<file path="src/rtl/exp_accel_core.sv">
// exp_accel_core: Avalon-MM integer power engine, BASE^EXP mod 2^WIDTH.
// Ports: clk_clk, reset_reset_n, avs_* CSR slave, irq (done & irq_en), busy_export.
module exp_accel_core #(
  parameter int WIDTH     = 32,
  parameter int EXP_WIDTH = 32
) (
  input  logic        clk_clk,
  input  logic        reset_reset_n,
  input  logic [2:0]  avs_address,
  input  logic        avs_write,
  input  logic [31:0] avs_writedata,
  input  logic        avs_read,
  output logic [31:0] avs_readdata,
  output logic        irq,
  output logic        busy_export
);

  typedef enum logic [2:0] {
    S_IDLE,
    S_CHECK,
    S_MUL,
    S_SQR,
    S_FINISH
  } state_t;

  state_t state;

  logic [WIDTH-1:0]     base_q;
  logic [WIDTH-1:0]     base_nx;
  logic [WIDTH-1:0]     result_q;
  logic [WIDTH-1:0]     acc;
  logic [WIDTH-1:0]     b;
  logic [EXP_WIDTH-1:0] exp_q;
  logic [EXP_WIDTH-1:0] e;
  logic                 busy;
  logic                 done;
  logic                 ovf;
  logic                 irq_en;

  logic [WIDTH-1:0]   mul_a;
  logic [2*WIDTH-1:0] prod;
  logic [WIDTH-1:0]   prod_hi;
  logic [WIDTH-1:0]   prod_lo;

  logic        wr_ctrl;
  logic        wr_base;
  logic        wr_exp;
  logic        wr_status;
  logic        start;
  logic [31:0] base_lo_rd;
  logic [31:0] base_hi_rd;
  logic [31:0] res_lo_rd;
  logic [31:0] res_hi_rd;
  logic [31:0] rd_mux;

  assign wr_ctrl   = avs_write && (avs_address == 3'd0);
  assign wr_base   = avs_write && (avs_address == 3'd1);
  assign wr_exp    = avs_write && (avs_address == 3'd2);
  assign wr_status = avs_write && (avs_address == 3'd4);
  assign start     = wr_ctrl && avs_writedata[0];

  // One multiplier: acc*b in MUL, b*b otherwise.
  assign mul_a   = (state == S_MUL) ? acc : b;
  assign prod    = {{WIDTH{1'b0}}, mul_a} * {{WIDTH{1'b0}}, b};
  assign prod_hi = prod[2*WIDTH-1:WIDTH];
  assign prod_lo = prod[WIDTH-1:0];

  // Wide operands split across a low word and a high word.
  generate
    if (WIDTH > 32) begin : g_wide
      always_comb begin
        base_nx = base_q;
        if (wr_base) base_nx[31:0] = avs_writedata;
        if (avs_write && (avs_address == 3'd5))
          base_nx[WIDTH-1:32] = avs_writedata[WIDTH-33:0];
      end
      assign base_lo_rd = base_q[31:0];
      assign res_lo_rd  = result_q[31:0];
      assign base_hi_rd = 32'(base_q[WIDTH-1:32]);
      assign res_hi_rd  = 32'(result_q[WIDTH-1:32]);
    end else begin : g_narrow
      always_comb begin
        base_nx = base_q;
        if (wr_base) base_nx = avs_writedata[WIDTH-1:0];
      end
      assign base_lo_rd = 32'(base_q);
      assign res_lo_rd  = 32'(result_q);
      assign base_hi_rd = '0;
      assign res_hi_rd  = '0;
    end
  endgenerate

  always_comb begin
    rd_mux = '0;
    case (avs_address)
      3'd0:    rd_mux = {30'b0, irq_en, busy};
      3'd1:    rd_mux = base_lo_rd;
      3'd2:    rd_mux = 32'(exp_q);
      3'd3:    rd_mux = res_lo_rd;
      3'd4:    rd_mux = {29'b0, ovf, done, busy};
      3'd5:    rd_mux = base_hi_rd;
      3'd6:    rd_mux = res_hi_rd;
      default: rd_mux = '0;
    endcase
  end

  always_ff @(posedge clk_clk or negedge reset_reset_n) begin
    if (!reset_reset_n) begin
      base_q       <= '0;
      exp_q        <= '0;
      irq_en       <= 1'b0;
      avs_readdata <= '0;
    end else begin
      base_q <= base_nx;
      if (wr_exp) exp_q <= avs_writedata[EXP_WIDTH-1:0];
      if (wr_ctrl) irq_en <= avs_writedata[1];
      // Mux sees pre-write values, so read-during-write returns old data.
      avs_readdata <= avs_read ? rd_mux : '0;
    end
  end

  always_ff @(posedge clk_clk or negedge reset_reset_n) begin
    if (!reset_reset_n) begin
      state    <= S_IDLE;
      acc      <= '0;
      b        <= '0;
      e        <= '0;
      result_q <= '0;
      busy     <= 1'b0;
      done     <= 1'b0;
      ovf      <= 1'b0;
    end else begin
      // W1C first; engine updates below take priority.
      if (wr_status) begin
        if (avs_writedata[1]) done <= 1'b0;
        if (avs_writedata[2]) ovf  <= 1'b0;
      end
      case (state)
        S_IDLE: begin
          if (start) begin
            acc   <= WIDTH'(1);
            b     <= base_q;
            e     <= exp_q;
            done  <= 1'b0;
            ovf   <= 1'b0;
            busy  <= 1'b1;
            state <= S_CHECK;
          end
        end
        S_CHECK: begin
          state <= (e == '0) ? S_FINISH : S_MUL;
        end
        S_MUL: begin
          if (e[0]) begin
            acc <= prod_lo;
            if (prod_hi != '0) ovf <= 1'b1;
          end
          state <= S_SQR;
        end
        S_SQR: begin
          b <= prod_lo;
          e <= e >> 1;
          // A lost square only matters if it is used again.
          if ((prod_hi != '0) && ((e >> 1) != '0)) ovf <= 1'b1;
          state <= S_CHECK;
        end
        S_FINISH: begin
          result_q <= acc;
          done     <= 1'b1;
          busy     <= 1'b0;
          state    <= S_IDLE;
        end
        default: state <= S_IDLE;
      endcase
    end
  end

  assign irq         = done & irq_en;
  assign busy_export = busy;

endmodule
</file>
<file path="config.mk">
export PLATFORM = sky130hd
export DESIGN_NAME = exp_accel_core
export DESIGN_NICKNAME = d
export VERILOG_FILES = /design/src/rtl/exp_accel_core.sv
export SDC_FILE = /design/constraint.sdc
export NUM_CORES = 2
export LEC_CHECK = 0
export CAP_MARGIN = 40
export CORE_UTILIZATION = 60
export DETAILED_ROUTE_END_ITERATION = 6
export GPL_TIMING_DRIVEN = 0
export HOLD_SLACK_MARGIN = 0.02
export PLACE_DENSITY_LB_ADDON = 0.2
export SYNTH_ARGS = -nofsm -noshare
export SYNTH_HDL_FRONTEND = slang
export SYNTH_SLANG_ARGS = --single-unit
</file>
<file path="constraint.sdc">
create_clock -name clk_clk -period 8.82 [get_ports clk_clk]
set_input_delay 1.323 -clock clk_clk [delete_from_list [all_inputs] [get_ports clk_clk]]
set_output_delay 1.323 -clock clk_clk [all_outputs]
set_load 0.02 [all_outputs]
</file>
After elaboration in Yosys (flattened, before gate mapping) --
Cells that the tools add are included.
Word-level totals: word-level logic and storage cells 67, input bits 39, output and inout bits 34, register bits 231
Operators by class: reductions and logical operators 17, mux-type cells 26, equality and inequality tests 10, multiply operators 1, bitwise operators 1
Operator list (count):
- 32-bit two-way mux | 6
- 32-bit case mux with 2 select lines | 3
- 32-bit case mux with 5 select lines | 1
- 32-bit by 32-bit multiplier with 64-bit output | 1
- 32-bit nonzero test | 2
- 32-bit zero test | 1
- 3-bit by 2-bit equality test with 1-bit output (second input constant) | 4
- 3-bit case mux with 4 select lines | 1
- 1-bit two-way mux | 10
- 3-bit by 1-bit equality test with 1-bit output (second input constant) | 2
- 3-bit equality test (second input constant) | 2
- 1-bit logical AND | 6
- 3-bit zero test | 2
- 3-bit two-way mux | 2
- 2-bit nonzero test | 3
- 2-bit inequality test (second input constant) | 2
- 1-bit case mux with 2 select lines | 2
- 2-bit AND reduction | 2
- 1-bit case mux with 3 select lines | 1
- 3-bit AND reduction | 1
- 1-bit bitwise AND | 1

Depth between registers and ports, before layout --
depth in word-level cells 7, gate-level depth with buffers 37, depth with buffers taken out 33

Worst setup path before layout --
No wires, ideal clock.
path type register -> register, from register state[2], to register ovf, stages on the path, launching flop included 32, period minus slack after synthesis 8.614 ns, path buffers 4, data arrival time 8.490 ns, required time 8.696 ns, setup time 0.124 ns, slack 0.206 ns, cells stage by stage dfrtp_1 > clkbuf_1 > nor3_1 > clkbuf_1 > nand2_1 > nand2_1 > clkbuf_1 > nand2_1 > fa_1 > inv_1 > fa_1 > inv_1 > fa_1 > inv_1 > fa_1 > inv_1 > fa_1 > fa_1 > fa_1 > fa_1 > inv_1 > ha_1 > clkbuf_1 > nand4_1 > or3_1 > nor3_1 > a21oi_1 > xnor2_1 > or4_1 > nor4_1 > nand4_1 > o31a_1
Between the ends: cells in the longest elaborated chain, start to end 7, elaborated cells between the ends (all ways) 11, those cells by class mul: 1; eq/ne: 2; mux: 5; reduce/logical: 3
RTL lines:
- start, declared | line 26 | state_t state;
- start signal, assigned | line 151 | state <= (e == '0) ? S_FINISH : S_MUL;
- 3-bit by 2-bit equality test with 1-bit output | line 63, 138
- 32-bit two-way mux | line 63 | assign mul_a = (state == S_MUL) ? acc : b;
- 32-bit by 32-bit multiplier with 64-bit output | line 64 | assign prod = {{WIDTH{1'b0}}, mul_a} * {{WIDTH{1'b0}}, b};
- 32-bit nonzero test | line 156, 164
- 1-bit two-way mux / 1-bit logical AND (equally long branches) | line 156, 164
- 1-bit two-way mux (on tied branches) | line 154, 164
- 1-bit case mux with 3 select lines * | line 138 | case (state)
- end signal, assigned | line 136 | if (avs_writedata[2]) ovf <= 1'b0;
- end signal, assigned | line 156 | if (prod_hi != '0) ovf <= 1'b1;
- end signal, assigned | line 164 | if ((prod_hi != '0) && ((e >> 1) != '0)) ovf <= 1'b1;
- end, declared | line 37 | logic ovf;
Every way passes the cells marked *; elsewhere a longest branch is shown, timed or not. A chain may end at the register's enable or synchronous reset.

Worst setup path after layout --
from register b[9], to register ovf
Between the ends: cells in the longest elaborated chain, start to end 6, elaborated cells between the ends (all ways) 8, those cells by class mul: 1; mux: 5; reduce/logical: 2
RTL lines:
- start, declared | line 32 | logic [WIDTH-1:0] b;
- start signal, assigned | line 142 | b <= base_q;
- start signal, assigned | line 161 | b <= prod_lo;
- 32-bit two-way mux | line 63
- 32-bit by 32-bit multiplier with 64-bit output * | line 64
- 32-bit nonzero test * | line 156, 164
- 1-bit two-way mux / 1-bit logical AND (equally long branches) | line 156, 164
- 1-bit two-way mux (on tied branches) | line 154, 164
- 1-bit case mux with 3 select lines * | line 138
Marks and branches as above.

==> flow_metrics.py <==
metrics = {
    "logic_synthesis": {
        "synth_edf_count": 0,
        "synth-compound-area-share_pct": 6.35,
        "syn_nets": 5799,
        "syn_area_sq_um": 43300,
        "synthMuxAreaShare_pct": 3.36,
        "avgSynthCellArea_sq_um": 9.41,
        "yosys_warnings": 0,
        "yosys.area_share.simple_pct": 17.6,
        "synth_cell_type_count": 76,
        "yosys_most_used_dff": "dfrtp_1",
        "synthXorXnorAreaFrac_pct": 0.991,
        "synth_top_family_by_area": "adder cells",
        "synthArstFlopShare_pct": 100,
        "yosysSeqAreaShare_pct": 13.4,
        "synth_fa_ha_area_share_pct": 49.0,
        "syn_inst": 4601,
        "synth-seq-cells": 231,
    },
    "global_route": {
        "grt_pass1_wl_microns": 242000,
        "grt_max_degree": 119,
        "grt_antenna_before_repair": 10,
        "grt-ovfl-total": 0,
        "track_usage_pct": 45.7,
        "first_global_vias": 37100,
    },
    "sta": {
        "fin_crit_sh_pct": 108,
        "slew_viol_final": 0,
        "worst_pin_slew_ps": 1080,
        "slew_headroom_pct": 27.9,
        "skew_ps": 11.8,
        "setup_viol": 1,
        "layout_setup_ws_ps": -721,
        "rsz0062_at_grt": "yes",
        "period_minus_slack_ps": 9540,
        "timing.hold.ws_ps": 509,
        "fmax_mhz": 105,
        "hold_viol_final": 0,
    },
    "place": {
        "dp.final_hpwl_microns": 135000,
        "gp_congestion": 1.10,
        "io_buffers": 70,
        "place_area_sq_um": 45900,
        "place_ws_ps": -3030,
    },
    "hold_path": {
        "min_path_type": "reg2reg",
    },
    "setup_path": {
        "cp_top_family": "adder cells",
        "crit_slowest_cell": "clkbuf_1",
        "path_cells": "clkbuf_1 > and2_1 > fa_1 > fa_1 > inv_1 > fa_1 > fa_1 > fa_1 > inv_1 > fa_1 > fa_2 > fa_1 > ha_4 > a21oi_1 > o21ai_4 > nor2_1 > nand3_2 > a21o_4 > a21oi_1 > xnor2_1 > or4_4 > nor4_4 > nand4_1 > o31a_1",
        "worst-r2r-setup-slack_ps": -720,
        "critical_path_class": "reg2reg",
        "end_kind": "register",
        "cp_max_fo": 10,
        "cp-start-kind": "register",
        "required_ps": 9150,
        "critPathBufInv": 3,
        "cp_slowest_stage_delay_ps": 870,
        "cpMostUsedCell": "fa_1",
        "cp.arrival_ps": 9880,
    },
    "die": {
        "initial_core_util_pct": 60.6,
        "die_y_microns": 271,
        "die_width_microns": 271,
        "ios": 73,
        "core_sq_um": 71500,
        "row_count": 98,
        "die_area_sq_um": 73200,
    },
    "detailed_routing": {
        "drtIter0Drc": 3985,
        "drc": 0,
        "vias": 35400,
        "drtAntennaViolNets": 0,
        "drt_wl_total_microns": 163000,
        "vias_per_cell": 6.15,
        "dr.pass1.iters": 6,
        "avgRoutedWirePerCell_microns": 28.3,
    },
    "clock_network": {
        "clock_sinks": 231,
        "clkTransAtPathRegs_ps": 60,
        "cts-hold-fix-buffers": 0,
        "cts_buffers": 23,
        "insertion_delay_ps": 510,
        "htreeDepth": 1,
        "clockBufferDepth": 3,
        "cts_root_buffer": "clkbuf_16",
        "cts_tree": "yes",
    },
    "job": {
        "maxCapViolCount": 0,
    },
    "layout": {
        "fin_nets": 5980,
        "drive_gt1_share_pct": 9.76,
        "fin_area_sq_um": 48100,
        "syn2layout_area_growth_pct": 11.0,
    },
    "status": {
        "violations": "setup timing",
        "status": "complete, but fails checks",
    },
}
[cell usage in the layout, fill, tap and decap left out, types with 12 or more instances in the layout]
master / instances
nand4_1: 26
clkbuf_8: 24
buf_8: 23
a22oi_1: 59
a21oi_1: 98
fa_1: 878
buf_4: 43
dfrtp_1: 230
inv_1: 769
o21ai_0: 87
nor2_1: 113
mux2_2: 99
xor2_1: 19
nand3_1: 54
fa_2: 18
nand2_2: 20
clkbuf_2: 31
o21a_1: 34
clkbuf_1: 181
mux2i_1: 33
o21ai_1: 20
and2_1: 573
a21o_1: 19
nor2b_1: 35
clkbuf_4: 28
buf_6: 35
clkbuf_16: 25
xnor2_1: 29
nand2_1: 631
nor3_1: 12
buf_2: 13
clkdlybuf4s50_1: 69
ha_1: 245
ha_4: 13
[logic make-up after synthesis]
group,count (synthesis)
xor+xnor,49
mux,133
flops,231
fa+ha+maj,1159
buf+inv,1065
simple gates,1532
compound gates,432
[worst reg2reg max path: stages, from the launching register on]
cell and delay, ps:
dfrtp_1 810, clkbuf_1 870, and2_1 280, fa_1 460, fa_1 580, inv_1 70, fa_1 560, fa_1 450
fa_1 550, inv_1 60, fa_1 460, fa_2 650, fa_1 480, ha_4 270, a21oi_1 310, o21ai_4 130
nor2_1 160, nand3_2 160, a21o_4 290, a21oi_1 190, xnor2_1 140, or4_4 570, nor4_4 290, nand4_1 170
o31a_1 410
[metrics by stage]
stage,std cells,util (%),setup TNS (ps)
after floorplan,4601,-,0
after global placement,5621,63.2,-768860
after detailed placement,5682,64.3,-19450
after CTS,5744,66.9,-558
after global routing,5747,67.2,-760
final,5755,67.2,-721
[registers in the layout, indices dropped and copies added, names as in the netlist]
signal / flops
acc: 32
avs_readdata: 32
b: 32
base_lo_rd: 32
e: 32
exp_q: 32
res_lo_rd: 32
state: 3
busy_export: 1
done: 1
irq_en: 1
ovf: 1
[path summary, 6_finish.rpt]
check / from / endpoint / depth (start not counted)
max: b[9] / ovf / 24
min: e[27] / e[27] / 2
max reg2reg: b[9] / ovf / 24
min reg2reg: e[27] / e[27] / 2
max in group asynchronous: reset_reset_n / base_lo_rd[23] / 2
min in group asynchronous: reset_reset_n / avs_readdata[10] / 1
[per-layer routing]
layer  up-vias  GRT usage [%]  part of all wire, %
li1      14400              -                    -
met1     18000           58.9                   36
met2      2344           67.8                   43
met3       665           13.0                   12
met4        10           29.5                  8.4
met5         -              0                0.047
[synth_stat cells, drive strengths merged, types with 5 or more instances]
master / instances / area [sq um]
fa: 896 / 17900
inv: 772 / 2900
nand2: 652 / 2450
and2: 573 / 3580
clkbuf: 279 / 1050
ha: 263 / 3290
dfrtp: 231 / 5780
nor2: 118 / 443
o21ai: 117 / 586
a21oi: 113 / 566
mux2: 99 / 1110
a22oi: 59 / 443
nand3: 57 / 295
nor2b: 35 / 219
o21a: 35 / 263
mux2i: 34 / 340
xnor2: 29 / 254
nand4: 26 / 163
a21o: 20 / 150
xor2: 20 / 175
buf: 14 / 73.8
nor4: 14 / 87.6
nor3: 13 / 65.1
o211ai: 11 / 82.6
a31oi: 9 / 56.3
and3: 9 / 56.3
o22ai: 9 / 56.3
nand2b: 8 / 50.1
o21bai: 7 / 52.6
or3: 7 / 43.8
a221oi: 5 / 56.3
or2: 5 / 31.3
[final cells by class]
type                       instances  area (sq um)
antenna                            8          20.0
buffer                           280          1460
clock buffer                      34           687
clock inverter                     6          57.6
fill                            5830         23400
inverter                         772          2900
multi-input combinational       3305         34200
sequential                       231          5780
tap                              950          1190
timing repair buffer             169          1780
[what timing repair did]
action | in CTS | in global routing
resized for setup | 286 | 69
hold endpoints to repair | 0 | 0
buffers inserted | 31 | 5
endpoints found under the setup margin | 31 | 9
pin swaps | 29 | 23
cloned | 1 | 0
Power is not shown: default switching activity piles up to over one toggle a cycle in this logic, so the estimate is an artifact.
